==> config.mk <==
export PLATFORM = sky130hd
export DESIGN_NAME = wb_stage
export DESIGN_NICKNAME = d
export VERILOG_FILES = /design/src/rtl/wb_stage.sv
export SDC_FILE = /design/constraint.sdc
export NUM_CORES = 1
export LEC_CHECK = 0
export ABC_AREA = 1
export CAP_MARGIN = 10
export CORE_AREA = 3 3 120 122
export CTS_CLUSTER_DIAMETER = 200
export DETAILED_ROUTE_END_ITERATION = 8
export DIE_AREA = 0 0 123 125
export PLACE_DENSITY = 0.81
export SYNTH_ARGS = -nofsm -noshare
export SYNTH_HDL_FRONTEND = slang
export SYNTH_SLANG_ARGS = --single-unit
==> constraint.sdc <==
create_clock -name clk -period 2.6 [get_ports clk]
set_input_delay 0.26 -clock clk [delete_from_list [all_inputs] [get_ports clk]]
set_output_delay 0.26 -clock clk [all_outputs]
set_load 0.02 [all_outputs]
==> src/rtl/wb_stage.sv <==
// Write-back stage: registers the MEM->WB bundle, selects and aligns the write data,
// drives the register-file write port and absorbs variable-latency IO reads.
module wb_stage #(
  parameter int IO_TIMEOUT = 255
) (
  input  logic        clk,
  input  logic        rst_n,
  input  logic        in_valid,
  input  logic [31:0] in_pc,
  input  logic [31:0] in_alu,
  input  logic [1:0]  in_wb_sel,
  input  logic [1:0]  in_dout_sel,
  input  logic [3:0]  in_mask,
  input  logic        in_mask_un,
  input  logic        in_regwen,
  input  logic [4:0]  in_rd,
  input  logic [31:0] dmem_dout,
  input  logic [31:0] bios_dout,
  input  logic [31:0] io_rdata,
  input  logic        io_rvalid,
  output logic        rf_we,
  output logic [4:0]  rf_wa,
  output logic [31:0] rf_wd,
  output logic        stall,
  output logic        io_err
);

  localparam logic [1:0] WB_MEM    = 2'd0;
  localparam logic [1:0] WB_ALU    = 2'd1;
  localparam logic [1:0] WB_PC4    = 2'd2;
  localparam logic [1:0] DOUT_DMEM = 2'd0;
  localparam logic [1:0] DOUT_BIOS = 2'd1;
  localparam logic [1:0] DOUT_IO   = 2'd2;
  localparam logic [7:0] TIMEOUT_CNT = 8'(IO_TIMEOUT);

  typedef enum logic {ST_RUN, ST_WAIT_IO} state_t;

  state_t      state_q, state_d;
  logic [7:0]  cnt_q, cnt_d;
  logic        valid_q;
  logic [31:0] pc_q, alu_q;
  logic [1:0]  wb_sel_q, dout_sel_q;
  logic [3:0]  mask_q;
  logic        mask_un_q, regwen_q;
  logic [4:0]  rd_q;

  logic        commit, zero_wd, is_io_load;
  logic [31:0] raw_word, load_word;

  function automatic logic [31:0] align_load(input logic [31:0] raw,
                                             input logic [3:0] mask,
                                             input logic un);
    logic        [7:0]  b;
    logic        [15:0] h;
    logic signed [7:0]  b_s;
    logic signed [15:0] h_s;
    logic        [31:0] res;
    b   = 8'd0;
    h   = 16'd0;
    res = 32'd0;
    case (mask)
      4'b0001: b = raw[7:0];
      4'b0010: b = raw[15:8];
      4'b0100: b = raw[23:16];
      4'b1000: b = raw[31:24];
      4'b0011: h = raw[15:0];
      4'b1100: h = raw[31:16];
      default: ;
    endcase
    b_s = b;
    h_s = h;
    case (mask)
      4'b0001, 4'b0010, 4'b0100, 4'b1000: res = un ? {24'd0, b} : 32'(b_s);
      4'b0011, 4'b1100:                   res = un ? {16'd0, h} : 32'(h_s);
      4'b1111:                            res = raw;
      default:                            res = 32'd0;
    endcase
    return res;
  endfunction

  // Control state: valid, FSM, timeout counter
  always_ff @(posedge clk or negedge rst_n) begin
    if (!rst_n) begin
      valid_q <= 1'b0;
      state_q <= ST_RUN;
      cnt_q   <= 8'd0;
    end else begin
      state_q <= state_d;
      cnt_q   <= cnt_d;
      if (!stall) valid_q <= in_valid;
    end
  end

  always_ff @(posedge clk) begin
    if (!stall) begin
      pc_q       <= in_pc;
      alu_q      <= in_alu;
      wb_sel_q   <= in_wb_sel;
      dout_sel_q <= in_dout_sel;
      mask_q     <= in_mask;
      mask_un_q  <= in_mask_un;
      regwen_q   <= in_regwen;
      rd_q       <= in_rd;
    end
  end

  assign is_io_load = valid_q && (wb_sel_q == WB_MEM) && (dout_sel_q == DOUT_IO);

  always_comb begin
    state_d = state_q;
    cnt_d   = cnt_q;
    stall   = 1'b0;
    io_err  = 1'b0;
    commit  = 1'b0;
    zero_wd = 1'b0;
    case (state_q)
      ST_RUN: begin
        if (is_io_load && !io_rvalid) begin
          stall   = 1'b1;
          state_d = ST_WAIT_IO;
          cnt_d   = 8'd0;
        end else begin
          commit = 1'b1;
        end
      end
      ST_WAIT_IO: begin
        cnt_d = cnt_q + 8'd1;
        // Data arriving on the timeout cycle still wins over the error
        if (io_rvalid) begin
          commit  = 1'b1;
          state_d = ST_RUN;
        end else if (cnt_q == TIMEOUT_CNT) begin
          commit  = 1'b1;
          zero_wd = 1'b1;
          io_err  = 1'b1;
          state_d = ST_RUN;
        end else begin
          stall = 1'b1;
        end
      end
      default: state_d = ST_RUN;
    endcase
  end

  always_comb begin
    case (dout_sel_q)
      DOUT_DMEM: raw_word = dmem_dout;
      DOUT_BIOS: raw_word = bios_dout;
      DOUT_IO:   raw_word = io_rdata;
      default:   raw_word = 32'd0;
    endcase
  end

  assign load_word = align_load(raw_word, mask_q, mask_un_q);

  always_comb begin
    rf_wd = 32'd0;
    if (!zero_wd) begin
      case (wb_sel_q)
        WB_MEM:  rf_wd = load_word;
        WB_ALU:  rf_wd = alu_q;
        WB_PC4:  rf_wd = pc_q + 32'd4;
        default: rf_wd = 32'd0;
      endcase
    end
  end

  assign rf_we = valid_q && regwen_q && (rd_q != 5'd0) && commit;
  assign rf_wa = rd_q;

endmodule

### Word level (Yosys, flattened, before mapping)

Index checks and enable logic that the tools add are counted.
W data, S select, Z words.

| word-level totals | value |
|---|---|
| output and inout bits | 40 |
| register bits after elaboration | 89 |
| input bits | 179 |
| word-level logic and storage cells | 59 |

| operators by class | value |
|---|---|
| eq/ne operators | 13 |
| add/sub/neg operators | 2 |
| reductions and logical operators | 12 |
| bitwise operators | 1 |
| muxes and demuxes | 20 |

Operators with widths:

| cell | number |
|---|---|
| $pmux W32 S3 | 3 |
| $mux W32 | 3 |
| $add A32 B3 Y32 const B | 1 |
| $pmux W16 S2 | 1 |
| $pmux W8 S4 | 1 |
| $pmux W8 S2 | 1 |
| $eq A4 B4 Y1 const B | 3 |
| $add A8 B1 Y8 const B | 1 |
| $eq A4 B2 Y1 const B | 2 |
| $eq A8 B8 Y1 const B | 1 |
| $mux W1 | 8 |
| $mux W8 | 1 |
| $logic_and A1 B1 Y1 | 6 |
| $reduce_bool A5 Y1 | 1 |
| $eq A2 B1 Y1 const B | 2 |
| $eq A2 B2 Y1 const B | 2 |
| $eq A4 B1 Y1 const B | 1 |
| $eq A4 B3 Y1 const B | 1 |
| $logic_not A2 Y1 | 2 |
| $pmux W1 S2 | 2 |
| $reduce_or A4 Y1 | 1 |
| $ne A2 B2 Y1 const B | 1 |
| $reduce_or A2 Y1 | 1 |
| $logic_not A1 Y1 | 1 |
| $not A1 Y1 | 1 |

### Depth between registers and ports, before layout

Gate-level depths: netlist of the first run.

| depth | value |
|---|---|
| word-level depth | 7 |
| mapped depth | 13 |
| gate-level depth less buffers | 11 |

### Worst setup path before layout of the first run

No wires, ideal clock.

| timing path | value |
|---|---|
| path type | register to register |
| start point | reg cnt_q[0] |
| end point | reg alu_q[0], enable pin |
| period minus slack after synthesis | 2.439 ns |
| arrival time | 2.040 ns |
| setup time | 0.398 ns |
| path buffers | 0 |
| setup slack | 0.161 ns |
| cell stages (with the launch flop) | 10 |
| path through | dfrtp_1 > ha_1 > nand2_1 > nor2_1 > inv_1 > nor2_1 > nand4_1 > nor2_1 > nor2_2 > inv_2 |

| on the way | value |
|---|---|
| longest elaborated chain between the ends | 4 |

Ends and longest elaborated chain:

| what | RTL line | RTL |
|---|---|---|
| start, declared | 39 | `logic [7:0] cnt_q, cnt_d;` |
| start signal, assigned | 89 | `cnt_q <= cnt_d;` |
| $eq A8 B8 Y1 | 132 | `end else if (cnt_q == TIMEOUT_CNT) begin` |
| $mux W1 | 132 |  |
| $mux W1 | 129 | `if (io_rvalid) begin` |
| $pmux W1 S2 | 116 | `case (state_q)` |
| named net stall | 24 | `output logic stall,` |
| end signal, assigned | 97 | `alu_q <= in_alu;` |
| end, declared | 41 | `logic [31:0] pc_q, alu_q;` |

The timed path passes the listed nets, and every way through them passes these cells.
A chain may end at the register's enable or synchronous reset.

### Worst setup path in the final report of the first run

| timing path | value |
|---|---|
| start point | reg cnt_q[0] |
| end point | out rf_wd[18] |

| on the way | value |
|---|---|
| longest elaborated chain between the ends | 5 |

Ends and longest elaborated chain:

| what | RTL line | RTL |
|---|---|---|
| $eq A8 B8 Y1 | 132 |  |
| $mux W1 | 132 |  |
| $mux W1 | 129 |  |
| $mux W1 | 116 |  |
| $mux W32 | 158 | `if (!zero_wd) begin` |
| end, declared | 23 | `output logic [31:0] rf_wd,` |

Every way passes these cells.

==> impl_table.tex, run 1 <==
\begin{tabular}{lr}
\hline
Metric & Value \\
\hline
\multicolumn{2}{l}{\textbf{Worst setup path}} \\
Data arrival at the endpoint of the critical path & 2320 ps \\
Reg2reg path depth & 12 \\
Required time of the critical path & 2340 ps \\
Worst setup SP type & flip-flop \\
Maximum fanout encountered on the critical timing path & 8 \\
Type of destination of the critical path & primary output \\
Critical setup path kind & reg2out \\
\multicolumn{2}{l}{\textbf{Cells and area}} \\
Fraction of layout instances using a drive strength above 1 & 19.95\% \\
Number of inserted diodes & 0 \\
Number of nets in the finished design & 1269 \\
Layout overhead on the synthesized area & 51.26\% \\
\multicolumn{2}{l}{\textbf{Yosys}} \\
Seq cells post-synth & 89 \\
Number of enable flip-flop cells after synthesis & 79 \\
Top flip-flop cell by instance count after synthesis & sky130\_fd\_sc\_hd\_\_edfxtp\_1 \\
Post-synthesis area per instance & 7.427 um\^{}2 \\
Synthesized cell area & 6127 um\^{}2 \\
Area share of the largest cell type after synthesis & 38.72\% \\
Synth top area cells & sky130\_fd\_sc\_hd\_\_edfxtp\_1 (39\%), sky130\_fd\_sc\_hd\_\_nand2\_1 (20\%), sky130\_fd\_sc\_hd\_\_nand3\_1 (6.3\%) \\
Share of flip-flops with an asynchronous set or reset after synthesis & 11.24\% \\
Cell type contributing the most total cell area after synthesis & sky130\_fd\_sc\_hd\_\_edfxtp\_1 \\
Gate Count Post-Synth & 825 \\
Unique masters post-synth & 43 \\
Net count of the mapped netlist & 1006 \\
Number of warnings issued by yosys & 0 \\
Share of the yosys chip area belonging to registers & 42.80\% \\
\multicolumn{2}{l}{\textbf{Placed design}} \\
Final weighted congestion in routability-driven placement & 1.015 \\
Total half-perimeter wirelength after legalization and detailed placement & 16.98 mm \\
IO buf count & 218 \\
Worst-case setup slack after placement & -58.55 ps \\
\multicolumn{2}{l}{\textbf{Detailed routing}} \\
Routed length per instance & 16.93 um \\
Remaining DRCs & 0 \\
Drt via density & 5.218 \\
Via count & 6622 \\
Detailed Routing Iterations Pass 1 & 5 \\
Total Wirelength & 21.49 mm \\
DR iter-0 viols & 610 \\
Post-detailed-route count of antenna-violating nets & 0 \\
\multicolumn{2}{l}{\textbf{Die}} \\
Boundary Pins & 219 \\
\# rows & 42 \\
Die span in x & 123 um \\
Core area & 13300 um\^{}2 \\
Die span in y & 125 um \\
Starting density of the core & 46.09\% \\
Die footprint & 15380 um\^{}2 \\
\multicolumn{2}{l}{\textbf{Timing}} \\
Rel. slew slack & 68.21\% \\
Peak clock frequency supported by timing & 387.6 MHz \\
Minimum clock period & 2580 ps \\
Setup repair after global routing missed its margin & yes \\
Measured slew at the worst slew-check pin & 475.4 ps \\
Number of endpoints with negative hold slack in the final report & 0 \\
Fin Clk Skew & 8.920 ps \\
Max-slew violations & 0 \\
Least setup slack across all paths after layout & 19.70 ps \\
Number of setup violations in the final report & 0 \\
Part of the cycle the worst path needs & 99.24\% \\
\multicolumn{2}{l}{\textbf{GRT}} \\
Number of global-route vias before repair & 6432 \\
Sum of overflow across all layers after global routing & 0 \\
Global routing usage summed across all routing layers & 26.81\% \\
Largest net degree at the start of global routing & 60 \\
Initial antenna violation count & 0 \\
Global-route wire length before repair & 32.06 mm \\
\multicolumn{2}{l}{\textbf{Outcome}} \\
Result of the run & complete, no violations \\
\multicolumn{2}{l}{\textbf{Run}} \\
\# Max-Cap Violations & 0 \\
\multicolumn{2}{l}{\textbf{Clocking}} \\
CTS H-tree lvls & 3 \\
Root buffer cell & sky130\_fd\_sc\_hd\_\_clkbuf\_16 \\
Maximum root-to-sink buffer count & 2 \\
Number of clock sinks & 89 \\
Skew-Pair Late Insertion Delay & 350 ps \\
CTS tree & built \\
Clock slew seen by the registers of the worst setup and hold paths & 70 ps \\
Number of buffers created by CTS & 9 \\
\multicolumn{2}{l}{\textbf{Hold path}} \\
Worst hold-check path type & in2async \\
\multicolumn{2}{l}{\textbf{Power}} \\
Cell Pwr Density & 443.8 nW/um\^{}2 \\
Maximum vdd ir drop & 577.9 uV \\
Total power & 4.113 mW \\
LEAKAGE & 4.063 nW \\
\hline
\end{tabular}
what timing repair did:
item                                    in CTS  in global routing
pin swaps                                    2                  2
buffers inserted                             4                  7
endpoints found under the hold margin        0                  0
gates resized for setup                    112                 48
endpoints found under the setup margin      35                 34
cloned                                       1                  2
hold buffers                                 0                  0
report_power, final:
group	leakage, nW	total, mW	switching [mW]	internal [mW]
Sequential	0.963	1.75	0.0838	1.66
Clock	0.150	1.33	0.579	0.755
Combinational	2.95	1.03	0.511	0.520
Total	4.06	4.11	1.17	2.94
cell type report:
| cell class | count | area, um^2 |
|---|---|---|
| Sequential cell | 89 | 2623 |
| Multi-Input combinational cell | 646 | 3183 |
| Clock buffer | 9 | 225.2 |
| Clock inverter | 7 | 76.32 |
| Tap cell | 176 | 220.2 |
| Fill cell | 1111 | 4028 |
| Timing Repair Buffer | 278 | 2700 |
| Inverter | 64 | 240.2 |
metal layers:
layer,track usage (%),part of all wire [%],up-vias
met5,0,0,-
met4,11.60,3.5,0
met3,5.059,8.6,50
met2,46.83,49,303
met1,31.88,39,3049
li1,-,-,3220
layout by cell type, fill, tap and decap left out, types with 3 or more instances in the layout:
cell / n
sky130_fd_sc_hd__or2_2: 7
sky130_fd_sc_hd__inv_1: 56
sky130_fd_sc_hd__a211oi_1: 3
sky130_fd_sc_hd__nor3_4: 4
sky130_fd_sc_hd__clkbuf_16: 10
sky130_fd_sc_hd__nor2_2: 6
sky130_fd_sc_hd__buf_12: 12
sky130_fd_sc_hd__nand3_1: 72
sky130_fd_sc_hd__nor2_4: 4
sky130_fd_sc_hd__a21boi_1: 10
sky130_fd_sc_hd__o21ai_0: 4
sky130_fd_sc_hd__a22oi_1: 5
sky130_fd_sc_hd__nand2_2: 45
sky130_fd_sc_hd__a21oi_2: 23
sky130_fd_sc_hd__a21boi_0: 6
sky130_fd_sc_hd__inv_2: 8
sky130_fd_sc_hd__buf_6: 3
sky130_fd_sc_hd__nor2_1: 83
sky130_fd_sc_hd__nor3_1: 5
sky130_fd_sc_hd__a21oi_1: 13
sky130_fd_sc_hd__nand4_1: 7
sky130_fd_sc_hd__clkdlybuf4s50_1: 183
sky130_fd_sc_hd__dfrtp_1: 10
sky130_fd_sc_hd__xor2_1: 3
sky130_fd_sc_hd__nand2_1: 317
sky130_fd_sc_hd__a22o_1: 3
sky130_fd_sc_hd__buf_2: 21
sky130_fd_sc_hd__nand3_2: 7
sky130_fd_sc_hd__edfxtp_1: 79
sky130_fd_sc_hd__clkbuf_2: 5
sky130_fd_sc_hd__buf_4: 47
through the flow:
stage / std cells / utilization, % / TNS, ps / hold slack (ps) / instance area, um^2
global route: 1269 / 69.71 / -1685 / 281.4 / 9268
CTS: 1260 / 68.86 / 0 / 239.2 / 9155
finish: 1269 / 69.71 / 0 / 232.9 / 9268
floorplan: 825 / - / 0 / -35.59 / 6127
global placement: 1239 / 66.44 / -6.566 / 460.1 / 8833
detailed placement: 1239 / 66.44 / -141.0 / 475.8 / 8833
flip-flops by register name (all words and copies together) (netlist names):
register,cells
wb_sel_q,2
rf_wa,5
dout_sel_q,2
state_q,1
pc_q,32
regwen_q,1
cnt_q,8
mask_un_q,1
alu_q,32
mask_q,4
valid_q,1
logic make-up after synthesis:
logic type / count (synthesis) / share of synthesized area, %
AND/OR/NAND/NOR: 562 / 39.94
XOR/XNOR: 3 / 0.4289
buffers and inverters: 90 / 6.943
adder cells (fa/ha/maj): 2 / 0.4083
flip-flops: 89 / 42.80
multiplexers: 2 / 0.3267
AO/OA/AOI/OAI: 77 / 9.149
critical path, cell delays in order, from the launching register on:
cell                        delay, ps
sky130_fd_sc_hd__dfrtp_1          410
sky130_fd_sc_hd__ha_2             220
sky130_fd_sc_hd__nand2_2           60
sky130_fd_sc_hd__nor2_1            90
sky130_fd_sc_hd__inv_1             80
sky130_fd_sc_hd__nor2_1           100
sky130_fd_sc_hd__nand4_1          100
sky130_fd_sc_hd__buf_6            150
sky130_fd_sc_hd__nor3_4           230
sky130_fd_sc_hd__buf_6            160
sky130_fd_sc_hd__clkbuf_16        160
sky130_fd_sc_hd__a21oi_2           40
sky130_fd_sc_hd__buf_4            160
cell usage after synthesis (3+ instances only):
| cell type | instances |
|---|---|
| sky130_fd_sc_hd__a211oi_1 | 3 |
| sky130_fd_sc_hd__a21boi_0 | 7 |
| sky130_fd_sc_hd__a21boi_1 | 9 |
| sky130_fd_sc_hd__a21oi_1 | 16 |
| sky130_fd_sc_hd__a21oi_2 | 20 |
| sky130_fd_sc_hd__a22o_1 | 3 |
| sky130_fd_sc_hd__a22oi_1 | 5 |
| sky130_fd_sc_hd__buf_2 | 9 |
| sky130_fd_sc_hd__buf_4 | 6 |
| sky130_fd_sc_hd__buf_6 | 3 |
| sky130_fd_sc_hd__clkbuf_1 | 5 |
| sky130_fd_sc_hd__dfrtp_1 | 10 |
| sky130_fd_sc_hd__edfxtp_1 | 79 |
| sky130_fd_sc_hd__inv_1 | 56 |
| sky130_fd_sc_hd__inv_2 | 8 |
| sky130_fd_sc_hd__nand2_1 | 319 |
| sky130_fd_sc_hd__nand2_2 | 44 |
| sky130_fd_sc_hd__nand3_1 | 77 |
| sky130_fd_sc_hd__nand4_1 | 7 |
| sky130_fd_sc_hd__nor2_1 | 90 |
| sky130_fd_sc_hd__nor3_1 | 6 |
| sky130_fd_sc_hd__nor3_4 | 3 |
| sky130_fd_sc_hd__o21ai_0 | 5 |
| sky130_fd_sc_hd__or2_2 | 7 |
| sky130_fd_sc_hd__xor2_1 | 3 |
worst paths after layout:
| path | startpoint | endpoint | slack [ps] |
|---|---|---|---|
| max in group asynchronous | rst_n | cnt_q[5] | 2040 |
| max | cnt_q[0] | rf_wd[18] | 20 |
| max reg2reg | cnt_q[0] | alu_q[21] | 340 |
| min reg2reg | cnt_q[7] | cnt_q[7] | 480 |
| min in group clk | in_mask[2] | mask_q[2] | 460 |
| min | rst_n | state_q | 230 |
Note: power is estimated with default switching activity, not from simulation.
==> run 2: changes to the inputs <==
--- a/config.mk
+++ b/config.mk
@@ -7,10 +7,10 @@
 export LEC_CHECK = 0
 export ABC_AREA = 1
 export CAP_MARGIN = 10
-export CORE_AREA = 3 3 120 122
+export CORE_AREA = 3 3 126 116
 export CTS_CLUSTER_DIAMETER = 200
 export DETAILED_ROUTE_END_ITERATION = 8
-export DIE_AREA = 0 0 123 125
+export DIE_AREA = 0 0 129 119
 export PLACE_DENSITY = 0.81
 export SYNTH_ARGS = -nofsm -noshare
 export SYNTH_HDL_FRONTEND = slang
==> run 2 against run 1 <==
Largest cell class unchanged. Register-to-register slack lost 220 ps. Critical endpoint is now rf_wd[11]. Die area down 0.16%. Sequential power about the same. Critical path type unchanged. Largest power group unchanged. The flow now finishes with violations (setup timing).
==> impl_table.tex, run 2 (synthesis results as in run 1) <==
\begin{tabular}{lr}
\hline
Metric & Value \\
\hline
\multicolumn{2}{l}{\textbf{Timing}} \\
Peak clock frequency supported by timing & 375.8 MHz (-3.0\%) \\
Rel. slew slack & 67.87\% (-0.34 points) \\
Measured slew at the worst slew-check pin & 480.5 ps (+5.077 ps) \\
Part of the cycle the worst path needs & 102.4\% (+3.1 points) \\
Minimum clock period & 2661 ps (+81.01 ps) \\
Number of endpoints with negative hold slack in the final report & 0 (unchanged) \\
Least setup slack across all paths after layout & -61.31 ps (-81.01 ps) \\
Hold slack & 249.1 ps (+16.14 ps) \\
Number of setup violations in the final report & 15 (+15) \\
Fin Clk Skew & 7.964 ps (-0.9551 ps) \\
Max-slew violations & 0 (unchanged) \\
Setup repair after global routing missed its margin & yes \\
\multicolumn{2}{l}{\textbf{Placed design}} \\
Total half-perimeter wirelength after legalization and detailed placement & 16.90 mm (-0.49\%) \\
Final weighted congestion in routability-driven placement & 0.9485 (-6.6\%) \\
IO buf count & 218 (unchanged) \\
\multicolumn{2}{l}{\textbf{Cells and area}} \\
Leading cell types in the layout, fill and taps excluded & sky130\_fd\_sc\_hd\_\_nand2\_1 (313), sky130\_fd\_sc\_hd\_\_clkdlybuf4s50\_1 (183), sky130\_fd\_sc\_hd\_\_edfxtp\_1 (79), sky130\_fd\_sc\_hd\_\_nor2\_1 (76), sky130\_fd\_sc\_hd\_\_nand3\_1 (64) \\
Top Registers & alu\_q: 32 flops, pc\_q: 32 flops, cnt\_q: 8 flops \\
Number of nets in the finished design & 1281 (+0.95\%) \\
Layout overhead on the synthesized area & 54.73\% \\
Leading cell type in the layout, fill and taps excluded & sky130\_fd\_sc\_hd\_\_nand2\_1 \\
Fraction of layout instances using a drive strength above 1 & 22.90\% (+3.0 points) \\
Util after Layout & 71.21\% (+1.5 points) \\
Number of inserted diodes & 0 (unchanged) \\
\multicolumn{2}{l}{\textbf{Power}} \\
Part of the total power dissipated in combinational logic & 26.2\% (+1.1 points) \\
Sequential share of power & 42.6\% (about the same) \\
Power share of the clock group & 31.3\% (-1.1 points) \\
Switching power & 1.154 mW (-1.7\%) \\
Maximum vdd ir drop & 371.3 uV (-36\%) \\
Cell Pwr Density & 433.5 nW/um\^{}2 (-2.3\%) \\
LEAKAGE & 4.118 nW (+1.4\%) \\
Internal power & 2.956 mW (+0.56\%) \\
Sw frac & 28.08\% (-0.46 points) \\
\multicolumn{2}{l}{\textbf{Clocking}} \\
Clock slew seen by the registers of the worst setup and hold paths & 60 ps (about the same) \\
Skew-Pair Late Insertion Delay & 340 ps (about the same) \\
Maximum root-to-sink buffer count & 2 (unchanged) \\
CTS tree & built \\
CTS H-tree lvls & 3 (unchanged) \\
Number of clock sinks & 89 (unchanged) \\
Number of buffers created by CTS & 9 (unchanged) \\
Hold-fix buffers, CTS & 0 (unchanged) \\
Root buffer cell & sky130\_fd\_sc\_hd\_\_clkbuf\_16 \\
\multicolumn{2}{l}{\textbf{GRT}} \\
Global-route wire length before repair & 32.75 mm (+2.2\%) \\
Largest net degree at the start of global routing & 70 (+17\%) \\
Initial antenna violation count & 0 (unchanged) \\
Sum of overflow across all layers after global routing & 0 (unchanged) \\
Number of global-route vias before repair & 6560 (+2.0\%) \\
Global routing usage summed across all routing layers & 26.99\% (+0.18 points) \\
\multicolumn{2}{l}{\textbf{Die}} \\
Die span in y & 119 um (-4.8\%) \\
\# rows & 40 (-4.8\%) \\
Core area & 13310 um\^{}2 (+0.13\%) \\
Boundary Pins & 219 (unchanged) \\
Die span in x & 129 um (+4.9\%) \\
Starting density of the core & 46.02\% (-0.061 points) \\
Die footprint & 15350 um\^{}2 (-0.16\%) \\
\multicolumn{2}{l}{\textbf{Detailed routing}} \\
Total Wirelength & 21.96 mm (+2.2\%) \\
Remaining DRCs & 0 (unchanged) \\
Detailed Routing Iterations Pass 1 & 6 (+1) \\
DR iter-0 viols & 518 (-15\%) \\
Routed length per instance & 17.25 um (+1.9\%) \\
Via count & 6740 (+1.8\%) \\
Post-detailed-route count of antenna-violating nets & 0 (unchanged) \\
Drt via density & 5.295 (+1.5\%) \\
\multicolumn{2}{l}{\textbf{Worst setup path}} \\
Required time of the critical path & 2340 ps (about the same) \\
Terminus of the critical flop-to-flop path & alu\_q[2] \\
Worst setup SP type & flip-flop \\
Maximum fanout encountered on the critical timing path & 8 (unchanged) \\
Critical setup path kind & reg2out \\
Type of destination of the critical path & primary output \\
Startpoint of the lowest-slack register-to-register path & cnt\_q[0] \\
Reg2reg path depth & 12 (unchanged) \\
Register-to-register setup slack & 120 ps (-220 ps) \\
Data arrival at the endpoint of the critical path & 2400 ps (+80 ps) \\
\multicolumn{2}{l}{\textbf{Run}} \\
\# Max-Cap Violations & 0 (unchanged) \\
\multicolumn{2}{l}{\textbf{Outcome}} \\
Result of the run & complete, but fails checks \\
Violated checks & setup timing \\
\multicolumn{2}{l}{\textbf{Hold path}} \\
Worst hold-check path type & in2async \\
\hline
\end{tabular}
[run 2: changes by cell type in the layout (fill, tap and decap cells not counted), moves of 3 or more]
cell | before | now
sky130_fd_sc_hd__buf_2 | 21 | 15
sky130_fd_sc_hd__nor2_4 | 4 | 8
sky130_fd_sc_hd__nand3_1 | 72 | 64
sky130_fd_sc_hd__nor2_2 | 6 | 9
sky130_fd_sc_hd__nand3_2 | 7 | 14
sky130_fd_sc_hd__a21oi_4 | 0 | 3
sky130_fd_sc_hd__buf_6 | 3 | 13
sky130_fd_sc_hd__nand2_2 | 45 | 48
sky130_fd_sc_hd__buf_12 | 12 | 9
sky130_fd_sc_hd__nor2_1 | 83 | 76
sky130_fd_sc_hd__nand2_1 | 317 | 313
sky130_fd_sc_hd__buf_4 | 47 | 58
[run 2: area by class of cell]
| cell class | instances | area [um^2] |
|---|---|---|
| multi-input combinational | 647 | 3333 |
| clock buffer | 11 | 232.7 |
| tap | 168 | 210.2 |
| fill | 1065 | 3832 |
| sequential | 89 | 2623 |
| clock inverter | 5 | 56.30 |
| timing repair buffer | 289 | 2785 |
| inverter | 64 | 240.2 |
[run 2: how the worst max path moves through the flow]
| stage | startpoint | to | slack [ps] |
|---|---|---|---|
| global route | cnt_q[0] | rf_wd[11] | -160 |
| finish | cnt_q[0] | rf_wd[11] | -60 |
| global placement | io_rdata[31] | rf_wd[18] | -60 |
| detailed placement | io_rdata[31] | rf_wd[18] | -90 |
| CTS | dout_sel_q[1] | rf_wd[18] | -30 |
| floorplan | cnt_q[0] | alu_q[0] | 160 |
[run 2: metal layers]
metal	part of all wire, %	global-route usage (%)
met1	40	33.43
met2	49	46.53
met3	7.9	5.381
met4	3.6	9.449
met5	0	0
[run 2: worst max-delay path: stages, from the launching register on]
cell                        delay (ps)
sky130_fd_sc_hd__dfrtp_1           390
sky130_fd_sc_hd__ha_2              210
sky130_fd_sc_hd__nand2_2            70
sky130_fd_sc_hd__nor2_2            130
sky130_fd_sc_hd__inv_2              50
sky130_fd_sc_hd__nor2_2             90
sky130_fd_sc_hd__nand4_1           210
sky130_fd_sc_hd__nor3_4            270
sky130_fd_sc_hd__buf_6             140
sky130_fd_sc_hd__buf_6             120
sky130_fd_sc_hd__clkbuf_16         180
sky130_fd_sc_hd__a21oi_2            40
sky130_fd_sc_hd__buf_2             160
[run 2: power by group through the flow]
stage | sequential [mW] | combinational (mW) | clock, mW
final | 1.75 | 1.08 | 1.28
after detailed placement | 1.77 | 1.02 | 0
after global routing | 1.76 | 1.16 | 1.35
after CTS | 1.74 | 1.01 | 1.30
after global placement | 1.77 | 1.00 | 0
after floorplan | 1.76 | 0.461 | 0
[run 2: repair_timing]
item,4_1_cts,5_1_grt
cloned,1,3
setup buffers,6,13
endpoints found under the setup margin,34,34
resized for setup,123,91
pin swaps,1,13
[run 2: through the flow]
step / setup slack [ps] / power [mW] / area (um^2) / setup TNS (ps) / cells
3_3_place_gp: -57.61 / 2.772 / 8816 / -833.5 / 1234
2_1_floorplan: 161.4 / 2.219 / 6127 / 0 / 825
6_report: -61.31 / 4.110 / 9480 / -469.6 / 1273
3_5_place_dp: -94.88 / 2.798 / 8816 / -1443 / 1234
5_1_grt: -163.6 / 4.277 / 9480 / -2611 / 1273
4_1_cts: -26.80 / 4.054 / 9155 / -26.80 / 1257
==> run 3: changes to the inputs <==
--- a/config.mk
+++ b/config.mk
@@ -6,6 +6,7 @@
 export NUM_CORES = 1
 export LEC_CHECK = 0
 export ABC_AREA = 1
+export ABC_CLOCK_PERIOD_IN_PS = 2600
 export CAP_MARGIN = 10
 export CORE_AREA = 3 3 126 116
 export CTS_CLUSTER_DIAMETER = 200
==> results of run 3 <==
No change in the layout: final DEF, timing and power equal those of run 2.
